## config.mk

```make
export PLATFORM = sky130hd
export DESIGN_NAME = ppu_sched
export DESIGN_NICKNAME = d
export VERILOG_FILES = /design/src/rtl/ppu_sched.sv
export SDC_FILE = /design/constraint.sdc
export NUM_CORES = 1
export LEC_CHECK = 0
export CELL_PAD_IN_SITES_DETAIL_PLACEMENT = 2
export CELL_PAD_IN_SITES_GLOBAL_PLACEMENT = 2
export CORE_UTILIZATION = 32
export DETAILED_ROUTE_END_ITERATION = 8
export PLACE_DENSITY_LB_ADDON = 0.15
export SETUP_SLACK_MARGIN = 0.1
export SYNTH_ARGS = -nofsm -noshare
export SYNTH_HDL_FRONTEND = slang
export SYNTH_SLANG_ARGS = --single-unit
export TNS_END_PERCENT = 10
```

## constraint.sdc

```tcl
create_clock -name clk -period 5 [get_ports clk]
set_clock_uncertainty 0.1 [all_clocks]
set_input_delay 1 -clock clk [delete_from_list [all_inputs] [get_ports clk]]
set_output_delay 1 -clock clk [all_outputs]
set_load 0.05 [all_outputs]
```

## src/rtl/ppu_sched.sv

```systemverilog
// Frame/line scheduler feeding the PPU input port: round-robin line grants,
// line/frame counting, frame sync pulse and once-per-frame mode latch.
module ppu_sched #(
  parameter int NUM_REQ  = 4,
  parameter int BURST    = 32,
  parameter int LINES    = 32,
  parameter int SYNC_LEN = 2,
  parameter int TIMEOUT  = 255
) (
  input  logic                 clk,
  input  logic                 rst,
  input  logic                 enable,
  input  logic [2:0]           mode_i,
  input  logic [NUM_REQ-1:0]   req_stb,
  input  logic [8*NUM_REQ-1:0] req_data,
  output logic [NUM_REQ-1:0]   req_ack,
  output logic [7:0]           ppu_data,
  output logic                 ppu_stb,
  input  logic                 ppu_ack,
  output logic                 sync,
  output logic [2:0]           mode_o,
  output logic [NUM_REQ-1:0]   grant,
  output logic [7:0]           line_cnt,
  output logic [7:0]           frame_cnt,
  output logic                 err
);

  localparam int         IW         = $clog2(NUM_REQ);
  localparam logic [7:0] BURST_LAST = 8'(BURST - 1);
  localparam logic [7:0] LINE_LAST  = 8'(LINES - 1);
  localparam logic [7:0] IDLE_LAST  = 8'(TIMEOUT - 1);
  localparam logic [3:0] SYNC_LAST  = 4'(SYNC_LEN - 1);

  typedef enum logic [1:0] {IDLE, ARB, XFER, SYNC} state_t;

  state_t             state, state_nxt;
  logic [IW-1:0]      last;
  logic [IW-1:0]      gidx;
  logic [7:0]         byte_cnt;
  logic [7:0]         idle_cnt;
  logic [3:0]         sync_cnt;

  logic               arb_hit;
  logic [IW-1:0]      arb_win;
  logic [IW-1:0]      cand;
  logic [NUM_REQ-1:0] arb_onehot;
  logic               xfer_fire;
  logic               abort;
  logic               line_end;
  logic               frame_end;

  // Walk the ring from farthest to nearest so the requester right after
  // the previous winner overrides any later candidate.
  always_comb begin
    arb_hit = 1'b0;
    arb_win = last;
    cand    = '0;
    for (int k = NUM_REQ; k >= 1; k--) begin
      cand = IW'((int'(last) + k) % NUM_REQ);
      if (req_stb[cand]) begin
        arb_hit = 1'b1;
        arb_win = cand;
      end
    end
    arb_onehot = {{(NUM_REQ-1){1'b0}}, 1'b1} << arb_win;
  end

  always_comb begin
    ppu_stb  = (state == XFER) && req_stb[gidx];
    ppu_data = req_data[{gidx, 3'b000} +: 8];
    req_ack  = '0;
    if (ppu_stb && ppu_ack) begin
      req_ack[gidx] = 1'b1;
    end
    xfer_fire = ppu_stb && ppu_ack;
    abort     = (state == XFER) && !xfer_fire && (idle_cnt == IDLE_LAST);
    line_end  = (xfer_fire && (byte_cnt == BURST_LAST)) || abort;
    frame_end = line_end && (line_cnt == LINE_LAST);
  end

  always_ff @(posedge clk or posedge rst) begin
    if (rst) begin
      state <= IDLE;
    end else begin
      state <= state_nxt;
    end
  end

  always_comb begin
    state_nxt = state;
    case (state)
      IDLE: if (enable) state_nxt = ARB;
      ARB:  if (arb_hit) state_nxt = XFER;
      XFER: begin
        if (frame_end) begin
          state_nxt = SYNC;
        end else if (line_end) begin
          state_nxt = enable ? ARB : IDLE;
        end
      end
      SYNC: if (sync_cnt == 4'd0) state_nxt = enable ? ARB : IDLE;
      default: state_nxt = IDLE;
    endcase
  end

  // An aborted line is closed exactly like a completed one; the lost bytes
  // are never replayed.
  always_ff @(posedge clk or posedge rst) begin
    if (rst) begin
      grant     <= '0;
      gidx      <= '0;
      last      <= IW'(NUM_REQ - 1);
      byte_cnt  <= '0;
      idle_cnt  <= '0;
      sync_cnt  <= '0;
      line_cnt  <= '0;
      frame_cnt <= '0;
      sync      <= 1'b0;
      mode_o    <= '0;
      err       <= 1'b0;
    end else begin
      case (state)
        ARB: begin
          if (arb_hit) begin
            grant    <= arb_onehot;
            gidx     <= arb_win;
            last     <= arb_win;
            byte_cnt <= '0;
            idle_cnt <= '0;
          end
        end
        XFER: begin
          if (xfer_fire) begin
            byte_cnt <= byte_cnt + 8'd1;
            idle_cnt <= '0;
          end else begin
            idle_cnt <= idle_cnt + 8'd1;
          end
          if (abort) begin
            err <= 1'b1;
          end
          if (line_end) begin
            grant <= '0;
            if (frame_end) begin
              line_cnt  <= '0;
              frame_cnt <= frame_cnt + 8'd1;
              sync      <= 1'b1;
              mode_o    <= mode_i;
              sync_cnt  <= SYNC_LAST;
            end else begin
              line_cnt <= line_cnt + 8'd1;
            end
          end
        end
        SYNC: begin
          if (sync_cnt == 4'd0) begin
            sync <= 1'b0;
          end else begin
            sync_cnt <= sync_cnt - 4'd1;
          end
        end
        default: ;
      endcase
    end
  end

endmodule
```

# ---- Word-level counts from Yosys, hierarchy flattened
# Cells that the tools add are included.
# Widths: inputs -> output; s select.
dict set report totals {
  output_inout_bits 38
  elab_cells 111
  reg_bits 51
  inputBits 43
}
dict set report classes {
  reduce_logical 23
  magnitude_cmp 6
  shifts 2
  mux 45
  eq_ne 14
  addsub 9
}
# operator n
set op_table {}
lappend op_table {{$add 8x1->8 const B} 4}
lappend op_table {{$mux 8} 4}
lappend op_table {{$pmux 8 s2} 2}
lappend op_table {{$shiftx 32x6->8} 1}
lappend op_table {{$mux 4} 6}
lappend op_table {{$mux 2} 9}
lappend op_table {{$eq 8x5->1 const B} 2}
lappend op_table {{$pmux 4 s2} 2}
lappend op_table {{$lt 2x3->1 const B} 5}
lappend op_table {{$mux 1} 14}
lappend op_table {{$ne 2x2->1 const B} 7}
lappend op_table {{$reduce_and 4->1} 3}
lappend op_table {{$bmux 1 s2} 5}
lappend op_table {{$reduce_and 3->1} 3}
lappend op_table {{$eq 8x8->1 const B} 1}
lappend op_table {{$pmux 2 s4} 1}
lappend op_table {{$reduce_and 2->1} 4}
lappend op_table {{$logic_and 1x1->1} 7}
lappend op_table {{$add 2x1->2 const B} 2}
lappend op_table {{$add 2x2->2 const B} 2}
lappend op_table {{$eq 2x2->1 const B} 2}
lappend op_table {{$logic_not 4->1} 1}
lappend op_table {{$reduce_bool 2->1} 2}
lappend op_table {{$shl 1x2->4 const A} 1}
lappend op_table {{other kinds (9)} 9}

# ---- Longest topological paths before layout
# Gate-level depths: netlist of the first run.
dict set report logic_depth {
  depth_word 12
  ltp_mapped 8
  ltp_nobuf 7
}

# ---- Least setup slack after synthesis of the first run
# Ideal clock, no wire load.
dict set report synth_timing {
  path_kind {input to output}
  startpoint {in ppu_ack}
  endpoint {out req_ack[0]}
  path_slack_ns 1.188
  path_buffers 0
  path_stages 2
  required_time_ns 3.900
  t_arrival_ns 2.712
  cell_sequence {nand2_1 > nor4b_1}
}
dict set report synth_via {
  elab_chain_cells 2
}
# item line
set synth_rtl {}
lappend synth_rtl {{start, declared} 19} ;# input logic ppu_ack,
lappend synth_rtl {{$logic_and 1x1->1} 72} ;# if (ppu_stb && ppu_ack) begin
lappend synth_rtl {{$mux 4} 72}
lappend synth_rtl {{end, declared} 16} ;# output logic [NUM_REQ-1:0] req_ack,
# No other way between the ends.

# ---- Worst setup path in the final report of the first run
dict set report layout_timing {
  startpoint {in req_stb[3]}
  endpoint {out ppu_stb}
}
dict set report layout_via {
  elab_chain_cells 3
}
# item line
set layout_rtl {}
lappend layout_rtl {{start, declared} 14} ;# input logic [NUM_REQ-1:0] req_stb,
lappend layout_rtl {{$bmux 1 s2} 69} ;# ppu_stb = (state == XFER) && req_stb[gidx];
lappend layout_rtl {{$mux 1 (not written as such)} 69}
lappend layout_rtl {{$logic_and 1x1->1} 69}
lappend layout_rtl {{end, declared} 18} ;# output logic ppu_stb,
# No other way between the ends. The select of a mux whose other input is x is not followed.

==> results of run 1 <==
-- cells in the mapped netlist (2+ instances only) --
library cell  number
a21o_1             3
a21oi_1            4
a31oi_1            4
and3_1             6
clkbuf_1           5
dfrtp_1           49
dfstp_2            2
ha_1               7
inv_1              6
mux2_1             6
mux2_2             2
mux2i_1            2
mux4_2             9
nand2_1           27
nand2b_1           3
nand3_1            8
nand4_1           11
nor2_1            25
nor2b_1            3
nor3_1             8
nor3_2             3
nor3b_1            4
nor4_1             2
nor4b_2            2
o21ai_0           18
o31ai_1            2
or4_1              2
xnor2_1            6
xor2_1            13
-- cells by family (layout without fill, tap and decap cells) --
logic type | count (synthesis) | in the layout | share of synthesized area (%)
AND/OR/NAND/NOR | 114 | 114 | 22.11
AO/OA/AOI/OAI | 41 | 41 | 9.942
adder cells (fa/ha/maj) | 7 | 7 | 3.121
flip-flops | 51 | 51 | 45.56
XOR/XNOR | 19 | 19 | 5.930
multiplexers | 19 | 19 | 11.15
buffers and inverters | 14 | 96 | 2.184
-- area by class of cell --
class                           count  share of cell area [%]
Clock inverter                      1                  0.2299
Sequential cell                    51                   33.56
Inverter                            6                  0.5911
Multi-Input combinational cell    200                   38.49
Tap cell                          105                   3.448
Timing Repair Buffer               82                   21.41
Clock buffer                        7                   2.266
-- critical path: stages --
cell             delay (ns)
clkdlybuf4s50_1        0.51
mux4_2                 0.58
and2_1                 0.19
clkdlybuf4s50_1        0.69
-- per-layer routing --
| layer | routed length [µm] | vias up | GRT usage (%) | share of wire, % |
|---|---|---|---|---|
| met1 | 3468 | 1219 | 23.20 | 43 |
| met4 | 65 | 0 | 4.478 | 0.81 |
| met2 | 4273 | 34 | 35.36 | 54 |
| met3 | 171 | 6 | 2.711 | 2.1 |
| li1 | - | 1120 | - | - |
| met5 | 0 | - | 0 | 0 |
-- power by group through the flow --
stage          Sequential [W]  Clock (W)  Combinational, W
6_report             0.000609   0.000253          0.000763
5_1_grt              0.000632   0.000280          0.000827
4_1_cts              0.000614   0.000267          0.000777
3_5_place_dp         0.000621          0          0.000774
3_3_place_gp         0.000617          0          0.000752
2_1_floorplan        0.000589          0          0.000540
-- per-stage QoR --
| step | hold slack, ns | setup WS [ns] | instance area, µm² | instances |
|---|---|---|---|---|
| finish | 0.3673 | 0.9162 | 3810 | 452 |
| global route | 0.4014 | 0.8290 | 3810 | 452 |
| CTS | 0.3767 | 0.9106 | 3810 | 452 |
| detailed placement | 0.3549 | 0.9086 | 3715 | 444 |
| floorplan | 0.3513 | 1.188 | 2806 | 265 |
| global placement | 0.3405 | 0.9430 | 3715 | 444 |
-- registers in the layout, indices dropped and copies added, names as in the netlist --
signal and count:
byte_cnt 8, err 1, frame_cnt 8, gidx 2, grant 4, idle_cnt 8
last 2, line_cnt 8, mode_o 3, state 2, sync 1, sync_cnt 4
-- placed cells by master, fill, tap and decap left out, drive strengths merged, types with 8 or more instances in the layout --
master / instances
dfrtp: 49
nand4: 11
clkdlybuf4s50: 80
mux2: 8
o21ai: 18
nand3: 8
nor2: 26
nor3: 11
xor2: 13
nand2: 28
mux4: 9
-- worst paths after layout --
| kind | cells after the start | from | end | slack (ns) |
|---|---|---|---|---|
| worst max-delay path | 4 | req_stb[3] | ppu_stb | 0.92 |
| worst max register to register | 5 | gidx[1]$_DFFE_PP0P_ | grant[1]$_DFFE_PP0P_ | 2.11 |
| max in group asynchronous | 3 | rst | last[0]$_DFFE_PP1P_ | 3.00 |
| min in group asynchronous | 2 | rst | line_cnt[0]$_DFFE_PP0P_ | 0.96 |
| worst min register to register | 1 | err$_DFFE_PP0P_ | err$_DFFE_PP0P_ | 0.37 |
| worst min-delay path | 1 | err$_DFFE_PP0P_ | err$_DFFE_PP0P_ | 0.37 |
==> impl_results.md, run 1 <==
- Setup_tns: 0 ns
- EDFF count, synth: 0
- Setup Fix Bufs, Post-CTS: 0
- Gr usage total: 19.11%
- Hold_buf cts: 0
- Dpl hpwl: 6021 µm
- Power share of the clock group: 15.6%
- Max_slew headroom: 56.46%
- Startpoint Class: primary input
- Largest net degree at the start of global routing: 28
- CTS Root Cell: clkbuf_8
- Hold Vio Cnt, Final: 0
- Router iterations before antenna repair: 4
- Initial core utilization: 33.65%
- Multi-input logic area: 1466 µm²
- CTS Buffer Depth: 2
- NetSw: 0.0007161 W
- GRT Residual Overflow: 0
- Worst slew pin tran: 0.6532 ns
- CP Class: in2out
- DRT antenna net count: 0
- Routed vias: 2379
- Max VDD drop: 0.1733 mV
- Clock sinks: 51
- Row count: 33
- First-pass GRT wire length: 13250 µm
- PwrDens: 426.7 nW/µm²
- Final Util: 45.68%
- Sw Ratio: 44.05%
- Yosys Warn Count: 0
- Count of input and output buffers: 80
- Critical path arrival: 2.98 ns
- Max FO, Critical Path: 7
- Total power: 0.001626 W
- Vias in the first global route: 2584
- Iter 0 DRT Violations: 53
- Number of antenna diodes: 0
- Area Overhead vs Synth: 35.76%
- Antenna violations before repair: 0
- Max-Cap Viols: 0
- DR WL/cell: 17.65 µm
- Clk Latency, worst-skew pair: 0.30 ns
- CTS tree: yes
- Htree depth: 2
- Clock buffer count from CTS: 5
- RD Place Congestion: 0.7066
- Share of the synthesized area in the top cell type: 43.69%
- Max Clock Freq: 244.9 MHz
- Seq pwr share: 37.5%
- Mapped Avg Cell Area: 10.59 µm²
- HP Class: reg2reg
- Main synth FF type: dfrtp_1
- DRC violations left: 0
- CORE AREA: 8341 µm²
- Leakage power total: 1.662 nW
- WP data required: 3.90 ns
- FILL cells: 884
- Die height: 95.65 µm
- Register area share after synthesis: 45.56%
- IO Count: 81
- Fin crit share: 81.68%
- Sequential cell area: 1279 µm²
- Vias per cell: 5.263
- CP Capture Type: output port
- Final Critical Period: 4.084 ns
- Layout cells sized above 1: 10.95%
- # resized after CTS: 0
- Library cells used by synthesis: 52
- Post-Syn Nets: 315
- Clk slew on worst S/H paths: 0.09 ns
- Gate power share: 47.0%
- Nets: 396
- Post-Syn Area: 2806 µm²
- Status: complete, no violations
- Leading area contributor after synthesis: dfrtp_1
- P_int: 0.0009094 W
- Cells taking the most area after synthesis: dfrtp_1 44%, mux4_2 7.2%, xor2_1 4.1%
- Max Transition Viols Final: 0
- Yosys reg bits: 51
- Drt total wl: 7978 µm
- RSZ-0062 raised after global routing: no
- Final setup fails: 0
- FFs w/ async S/R, synth: 100.0%
- Cell count after synthesis: 265
- Die X: 95.65 µm
- Die area: 9149 µm²
(Power assumes the default switching activity.)
==> run 2: changes to the inputs <==
- CORE_UTILIZATION: 32 -> 26
- clock period: 5 -> 3.3 ns (I/O delays scaled with it)
==> impl_results.md, run 2 (synthesis gave the netlist of run 1 again) <==
- Startpoint Class: primary input
- Slowest stage delay, CP: 0.72 ns
- Crit path top cell by count: clkdlybuf4s50_1
- Leakage power total: 1.747 nW
- Drt total wl: 7964 µm
- Max VDD drop: 0.3184 mV
- Most common cell after layout, fill and taps aside: clkdlybuf4s50_1
- Max Transition Viols Final: 0
- Seq pwr share: 35.4%
- Antenna violations before repair: 0
- Die X: 105.9 µm
- Cell Count, Final, Fillers Out: 494
- Htree depth: 2
- Critical path arrival: 2.26 ns
- CP Cell Sequence: clkdlybuf4s50_1 -> mux4_2 -> clkdlybuf4s50_1
- HP Class: reg2reg
- DR WL/cell: 16.12 µm
- Clk Latency, worst-skew pair: 0.31 ns
- Setup_tns: 0 ns
- Reg-to-Reg Start: gidx[1]$_DFFE_PP0P_
- CORE AREA: 10420 µm²
- Row count: 37
- Cells on worst reg2reg path: 6
- Gate power share: 46.9%
- IO Count: 81
- Final setup fails: 0
- Clock buffer count from CTS: 5
- Vias per cell: 4.885
- Max FO, Critical Path: 1
- Number of antenna diodes: 0
- Max_slew headroom: 56.87%
- Commonest non-fill, non-tap cells in the layout: 75 x clkdlybuf4s50_1, 48 x dfrtp_1, 27 x nand2_1
- Clk slew on worst S/H paths: 0.09 ns
- Power share of the clock group: 17.7%
- Sw Ratio: 42.74%
- Hold Vio Cnt, Final: 0
- CTS Buffer Depth: 2
- Router iterations before antenna repair: 4
- WP data required: 2.54 ns
- CTS Root Cell: clkbuf_8
- Reg2reg setup slack: 0.69 ns
- CP Class: in2out
- Layout cells sized above 1: 15.64%
- Die height: 105.9 µm
- Routed vias: 2413
- Final Critical Period: 3.019 ns
- Inst Count DP: 486
- Largest net degree at the start of global routing: 29
- Dpl hpwl: 6129 µm
- Area Overhead vs Synth: 42.71%
- Status: complete, no violations
- Fin crit share: 91.50%
- Iter 0 DRT Violations: 44
- Count of input and output buffers: 80
- CP Capture Type: output port
- Critical Path Sink: ppu_data[1]
- Vias in the first global route: 2639
- PwrDens: 648.9 nW/µm²
- DRT antenna net count: 0
- Worst R2R End: line_cnt[7]$_DFFE_PP0P_
- RSZ-0062 raised after global routing: no
- DRC violations left: 0
- Crit path launch: req_data[25]
- Nets: 407
- Die area: 11210 µm²
- GRT Residual Overflow: 0
- NetSw: 0.001111 W
- First-pass GRT wire length: 13410 µm
- RD Place Congestion: 0.7328
- Worst slew pin tran: 0.6460 ns
- CTS tree: yes
- Initial core utilization: 26.94%
- Gr usage total: 15.04%
- Max-Cap Viols: 0
- Clock sinks: 51
- Max Clock Freq: 331.2 MHz
- P_int: 0.001488 W
- Critical Path Slowest Stage Cell: clkdlybuf4s50_1
## run 2: cell count changes in the layout (fill, tap and decap cells not counted), sizes merged
cell	previous run	this run
buf	2	18
clkdlybuf4s50	80	75
bufinv	0	1
clkbuf	7	6
clkinv	1	0
inv	6	7
## run 2: worst min path at each step
stage               depth (start not counted)                       end                      from  slack (ns)
finish                                      1           err$_DFFE_PP0P_           err$_DFFE_PP0P_        0.38
CTS                                         1           err$_DFFE_PP0P_           err$_DFFE_PP0P_        0.39
global route                                1           err$_DFFE_PP0P_           err$_DFFE_PP0P_        0.41
global placement                            1  frame_cnt[7]$_DFFE_PP0P_  frame_cnt[7]$_DFFE_PP0P_        0.36
detailed placement                          1           err$_DFFE_PP0P_           err$_DFFE_PP0P_        0.36
floorplan                                   1   idle_cnt[7]$_DFFE_PP0P_   idle_cnt[7]$_DFFE_PP0P_        0.35
## run 2: worst max-delay path, delay by kind of cell
family / cells / cell delay, ns
buffers and inverters: 2 / 1.12
muxes: 1 / 0.48
## run 2: metrics by stage
step / utilization [%] / total power, W / area (µm²) / hold WS [ns] / worst slack, ns
final: 38.45 / 0.002599 / 4005 / 0.3791 / 0.2805
after global routing: 38.45 / 0.002767 / 4005 / 0.4145 / 0.2427
after CTS: 38.45 / 0.002646 / 4005 / 0.3857 / 0.2818
after detailed placement: 37.37 / 0.002179 / 3892 / 0.3621 / 0.2880
after global placement: 37.37 / 0.002140 / 3892 / 0.3562 / 0.3018
after floorplan: - / 0.001714 / 2813 / 0.3513 / 0.3172
## run 2: power by group through the flow
stage	clock network (W)	registers (W)	logic, W
after detailed placement	0	0.000944	0.00124
after global routing	0.000496	0.000956	0.00132
after CTS	0.000477	0.000932	0.00124
after floorplan	0	0.000892	0.000821
final	0.000460	0.000921	0.00122
after global placement	0	0.000936	0.00120
## run 2: timing repair
action,in CTS,in global routing
setup buffers,0,0
gates resized for setup,1,0
hold buffers,0,0
setup endpoints to repair,8,0
## run 2: final cells by class
cell class | instances | area, µm²
Timing Repair Buffer | 93 | 948.4
Fill cell | 1125 | 6411
Inverter | 6 | 22.52
Sequential cell | 51 | 1280
Clock inverter | 2 | 38.79
Multi-Input combinational cell | 200 | 1473
Clock buffer | 6 | 72.57
Tap cell | 136 | 170.2
## run 2: per-layer routing
layer | wire length (µm) | global-route usage [%] | vias up
li1 | - | - | 1139
met1 | 3654 | 19.05 | 1219
met2 | 3946 | 26.66 | 51
met3 | 310 | 2.820 | 4
met4 | 54 | 2.976 | 0
met5 | 0 | 0 | -
==> RTL edit 1, RTL diff (settings of run 1) <==
Encoding of `state_t`: now one-hot (4 bits for 4 states).
--- a/src/rtl/ppu_sched.sv
+++ b/src/rtl/ppu_sched.sv
@@ -32,5 +32,5 @@
   localparam logic [3:0] SYNC_LAST  = 4'(SYNC_LEN - 1);
 
-  typedef enum logic [1:0] {IDLE, ARB, XFER, SYNC} state_t;
+  typedef enum logic [3:0] {IDLE = 4'b0001, ARB = 4'b0010, XFER = 4'b0100, SYNC = 4'b1000} state_t;
 
   state_t             state, state_nxt;
Function: no difference found for any inputs over 10 cycles, from zero or initial values and one cycle with rst high; not proved beyond that.
==> RTL edit 1 against run 1 <==
  * Sequential cell count up 2
  * Count of clock-buffer cells in the layout decreased by 2
  * Cell area increased by 6.2%
  * Utilization shrank 1.7 points
  * Synthesized cell count increased by 9.8%
  * Area after synthesis increased by 7.5%
  * Worst setup slack worse by 0.26 ns
  * Total power increased by 3.6%
  * Fmax is 6.1% lower
  * Wire length up 7.7%
  * Clock power increased by 41%
  * Critical endpoint is now req_ack[3]
==> RTL edit 1: results (changes against run 1) <==
stage;metric;value;unit;change
setup_path;Critical Path AT;3.25;ns;+0.27 ns
clock_network;Max Buffers Root-to-Sink;2;;unchanged
power;LEAKAGE;1.62;nW;-2.6%
setup_path;Reg2Reg Depth;5;;unchanged
yosys;top post-synthesis cells by area;dfrtp_1 (41%), mux4_2 (6.7%), nand2_1 (4.2%);;
setup_path;Worst R2R Setup Slack;2.28;ns;+0.17 ns
finish;NumNets Final;419;;+5.8%
detailed_routing;ANT nets after route;0;;unchanged
power;Peak VDD IR;0.145;mV;-16%
global_routing;met2 usage;33.2;%;-2.1 points
clock_network;postcts setup bufs;0;;unchanged
yosys;Synth top cells by count;dfrtp_1 (50), nand2_1 (34), nor2_1 (25);;
global_routing;GRT Total Usage;18.8;%;-0.34 points
setup_path;worst reg2reg path startpoint;gidx[1];;
clock_network;Clock Latency Late Sink;0.31;ns;
status;status;completed;;
placed_design;detailed placement HPWL;6.53;mm;+8.4%
detailed_routing;DR iter-0 viols;33;;-38%
detailed_routing;Via Count;2627;;+10%
sta;max_slew headroom;52.8;%;-3.6 points
clock_network;Root Buffer;clkbuf_8;;
clock_network;Num CTS Buffers;5;;unchanged
setup_path;worst reg2reg path endpoint;frame_cnt[1];;
finish;Antenna diodes;0;;unchanged
setup_path;Setup crit end;req_ack[3];;
placed_design;gpl congestion;0.736;;+4.2%
power;Internal;1.01;mW;+11%
global_routing;vias in the first global route;2850;;+10%
global_routing;first-pass GRT wire length;14.6;mm;+10%
detailed_routing;DRT Wirelength;8.60;mm;+7.7%
global_routing;M1 GR Usage;24.1;%;+0.90 points
yosys;Seq/Total Area, Yosys;44.1;%;-1.5 points
global_routing;met3 Track Usage GR;3.02;%;+0.31 points
global_routing;largest net degree at the start of global routing;32;;+14%
yosys;syn nets;341;;+8.3%
finish;layout cell share with drive strength beyond 1;12.7;%;+1.8 points
clock_network;CTS clk-pin slew, worst paths;0.10;ns;
## RTL edit 1: final cells by class
| cell class | instances | area, um^2 |
|---|---|---|
| Inverter | 6 | 22.5 |
| Timing Repair Buffer | 83 | 823 |
| Clock inverter | 3 | 68.8 |
| Clock buffer | 5 | 68.8 |
| Tap cell | 111 | 139 |
| Sequential cell | 53 | 1330 |
| Fill cell | 1023 | 5150 |
| Multi-Input combinational cell | 220 | 1590 |
## RTL edit 1: cells by family (layout without fill, tap and decap cells)
family / count (synthesis) / in the layout / share of synthesized area (%)
compound gates: 51 / 51 / 12.0
xor+xnor: 19 / 19 / 5.51
fa+ha+maj: 7 / 7 / 2.90
buf+inv: 18 / 97 / 3.11
flops: 53 / 53 / 44.1
mux: 17 / 17 / 9.62
simple gates: 126 / 126 / 22.8
## RTL edit 1: worst max-delay path, cell delays in order
cell	delay, ns
clkdlybuf4s50_1	0.50
mux4_2	0.57
and3_1	0.28
and3_1	0.20
clkdlybuf4s50_1	0.69
## RTL edit 1: power by group through the flow
stage / logic [mW] / registers [mW] / clock network (mW)
3_5_place_dp: 0.695 / 0.652 / 0
2_1_floorplan: 0.495 / 0.620 / 0
6_report: 0.687 / 0.640 / 0.357
5_1_grt: 0.742 / 0.662 / 0.382
3_3_place_gp: 0.676 / 0.645 / 0
4_1_cts: 0.698 / 0.644 / 0.366
## RTL edit 1: metrics by stage
step	setup slack, ns	instance area (um^2)	hold slack [ns]	utilization (%)	cells
floorplan	0.844	3020	0.345	-	291
global route	0.510	4050	0.403	44.0	481
global placement	0.687	3910	0.365	42.5	473
CTS	0.644	4050	0.387	44.0	481
detailed placement	0.644	3910	0.365	42.5	473
finish	0.652	4050	0.380	44.0	481
## RTL edit 1: how the worst min path moves through the flow
stage	startpoint	endpoint	slack (ns)	depth (start not counted)
3_5_place_dp	frame_cnt[7]	frame_cnt[7]	0.37	1
6_report	frame_cnt[7]	frame_cnt[7]	0.38	1
4_1_cts	frame_cnt[7]	frame_cnt[7]	0.39	1
5_1_grt	frame_cnt[7]	frame_cnt[7]	0.40	1
3_3_place_gp	frame_cnt[7]	frame_cnt[7]	0.36	1
2_1_floorplan	idle_cnt[7]	idle_cnt[7]	0.35	1
## RTL edit 1: layer usage
| metal | share of wire (%) | vias to the layer above |
|---|---|---|
| met3 | 4.2 | 6 |
| met1 | 45 | 1339 |
| met5 | 0 | - |
| met4 | 0.93 | 0 |
| met2 | 50 | 64 |
| li1 | - | 1218 |
==> RTL edit 2, RTL diff (config.mk and constraints of run 1) <==
Made on the original files. Set the parameter `NUM_REQ` to 8 (it was 4).
--- a/src/rtl/ppu_sched.sv
+++ b/src/rtl/ppu_sched.sv
@@ -2,5 +2,5 @@
 // line/frame counting, frame sync pulse and once-per-frame mode latch.
 module ppu_sched #(
-  parameter int NUM_REQ  = 4,
+  parameter int NUM_REQ  = 8,
   parameter int BURST    = 32,
   parameter int LINES    = 32,
Interface: changed (resized grant, req_ack, req_data and req_stb); port bits go from 81 to 125. No check against the original RTL was run, so the function may have changed too.
==> RTL edit 2 against run 1 <==
  * Hold slack gained 0.013 ns
  * Area after synthesis grew 58%
  * Largest cell class unchanged
  * First-iteration DRC count rose to 2.8 times the old value
  * Total power increased by 120%
  * Wire length increased by 96%
  * Synthesized cell count is 73% higher
  * Cell area rose by 61%
  * Worst setup slack worse by 0.62 ns
  * Cell count up 67%
  * Sequential cell count is 6 higher
  * Utilization increased by 0.32 points
==> RTL edit 2: results (changes against run 1) <==
stage;metric;value;unit;change
placed_design;# port buffers;124;;+55%
clock_network;CTS clk-pin slew, worst paths;0.05;ns;-0.04 ns
finish;inverters;15;;+9
detailed_routing;met1 wire length;6.95;mm;+100%
finish;layout cell share with drive strength beyond 1;14.2;%;+3.2 points
detailed_routing;routed length per placed instance;20.8;um;+18%
global_routing;met3 Track Usage GR;3.28;%;+0.57 points
clock_network;Root Buffer;clkbuf_16;;
finish;fill count;1417;;+60%
setup_path;Setup crit end;req_ack[2];;
placed_design;Placed Cells;739;;+66%
placed_design;detailed placement HPWL;11.5;mm;+91%
finish;fraction of area in multi-input gates;45.6;%;+7.1 points
finish;Non-Clock Buffer Count;136;;+66%
finish;Area growth syn-to-layout;38.9;%;
clock_network;# clock sinks;57;;+12%
sta;worst setup margin;0.300;ns;-0.616 ns
yosys;syn nets;547;;+74%
power;Clk pwr share;15.0;%;-0.6 points
setup_path;CP max stage delay;0.83;ns;+0.14 ns
power;Net Sw Frac;49.0;%;+5.0 points
placed_design;Setup WS pre-CTS;0.291;ns;-0.618 ns
clock_network;Clock Latency Late Sink;0.33;ns;+0.03 ns
setup_path;Crit Path Max Fanout;13;;+6
finish;Data buffer area share;22.5;%;+1.0 points
placed_design;dpl cell area;5880;um^2;+58%
worst_hold_path;min-delay src;frame_cnt[7];;
status;status;completed;;
clock_network;Num CTS Buffers;9;;+4
detailed_routing;DR WL met2;8.27;mm;+93%
sta;hold slack final;0.380;ns;+0.0130 ns
yosys;Seq/Total Area, Yosys;32.4;%;-13 points
yosys;Synth top cells by count;dfrtp_1 (54), nand2_1 (47), nor2_1 (31);;
floorplan;Cell Rows;42;;+27%
yosys;gate count after technology mapping;459;;+73%
yosys;top post-synthesis cells by area;dfrtp_1 (31%), mux4_2 (7.1%), mux2_2 (6.1%);;
power;Peak VDD IR;0.262;mV;+51%
finish;NumNets Final;662;;+67%
finish;# clk buffers;12;;+5
global_routing;met2 usage;41.3;%;+5.9 points
power;net switching power;1.78;mW;+150%
global_routing;vias in the first global route;4586;;+77%
finish;sequential share of cell area;23.3;%;-10 points
setup_path;worst reg2reg path startpoint;last[1];;
global_routing;largest net degree at the start of global routing;58;;+110%
global_routing;M1 GR Usage;28.4;%;+5.2 points
finish;number of multi-input logic gates;355;;+78%
detailed_routing;Via Count;4190;;+76%
power;Combinational Power;2.38;mW;+210%
setup_path;Critical Path AT;3.60;ns;+0.62 ns
setup_path;Worst R2R Setup Slack;0.76;ns;-1.35 ns
finish;Non-Filler Instances;755;;+67%
setup_path;worst reg2reg path endpoint;idle_cnt[7];;
sta;Worst-Margin Slew;0.762;ns;+0.108 ns
global_routing;first-pass GRT wire length;25.3;mm;+91%
setup_path;crit path launch;req_stb[2];;
yosys;count of different cell masters after synthesis;60;;+15%
worst_hold_path;hold path endpoint;frame_cnt[7];;
yosys;Yosys warning total;0;;unchanged
detailed_routing;met3 wire len;335;um;+96%
[RTL edit 2: cell count changes in the layout (fill, tap and decap cells not counted), moves of 8 or more]
cell and delta:
clkdlybuf4s50_1 +38, mux4_1 +9, clkbuf_16 +9, inv_1 +8, o31ai_1 +8, a21oi_1 +12
o21ai_0 +8, nand3_1 +17, mux2i_1 +11, mux2_2 +22, buf_4 +11, nand2_1 +20
[RTL edit 2: worst max-delay path: cells and delay by family]
family	cells	cell delay [ns]
buffers and inverters	2	1.56
muxes	2	0.53
and+or+nand+nor	2	0.50
[RTL edit 2: cells by family after synthesis]
| group | count (synthesis) | synth area share [%] |
|---|---|---|
| AO/OA/AOI/OAI | 97 | 15.7 |
| XOR/XNOR | 24 | 4.76 |
| flip-flops | 57 | 32.4 |
| adder cells (fa/ha/maj) | 9 | 2.55 |
| multiplexers | 61 | 21.9 |
| AND/OR/NAND/NOR | 164 | 18.4 |
| buffers and inverters | 47 | 4.36 |
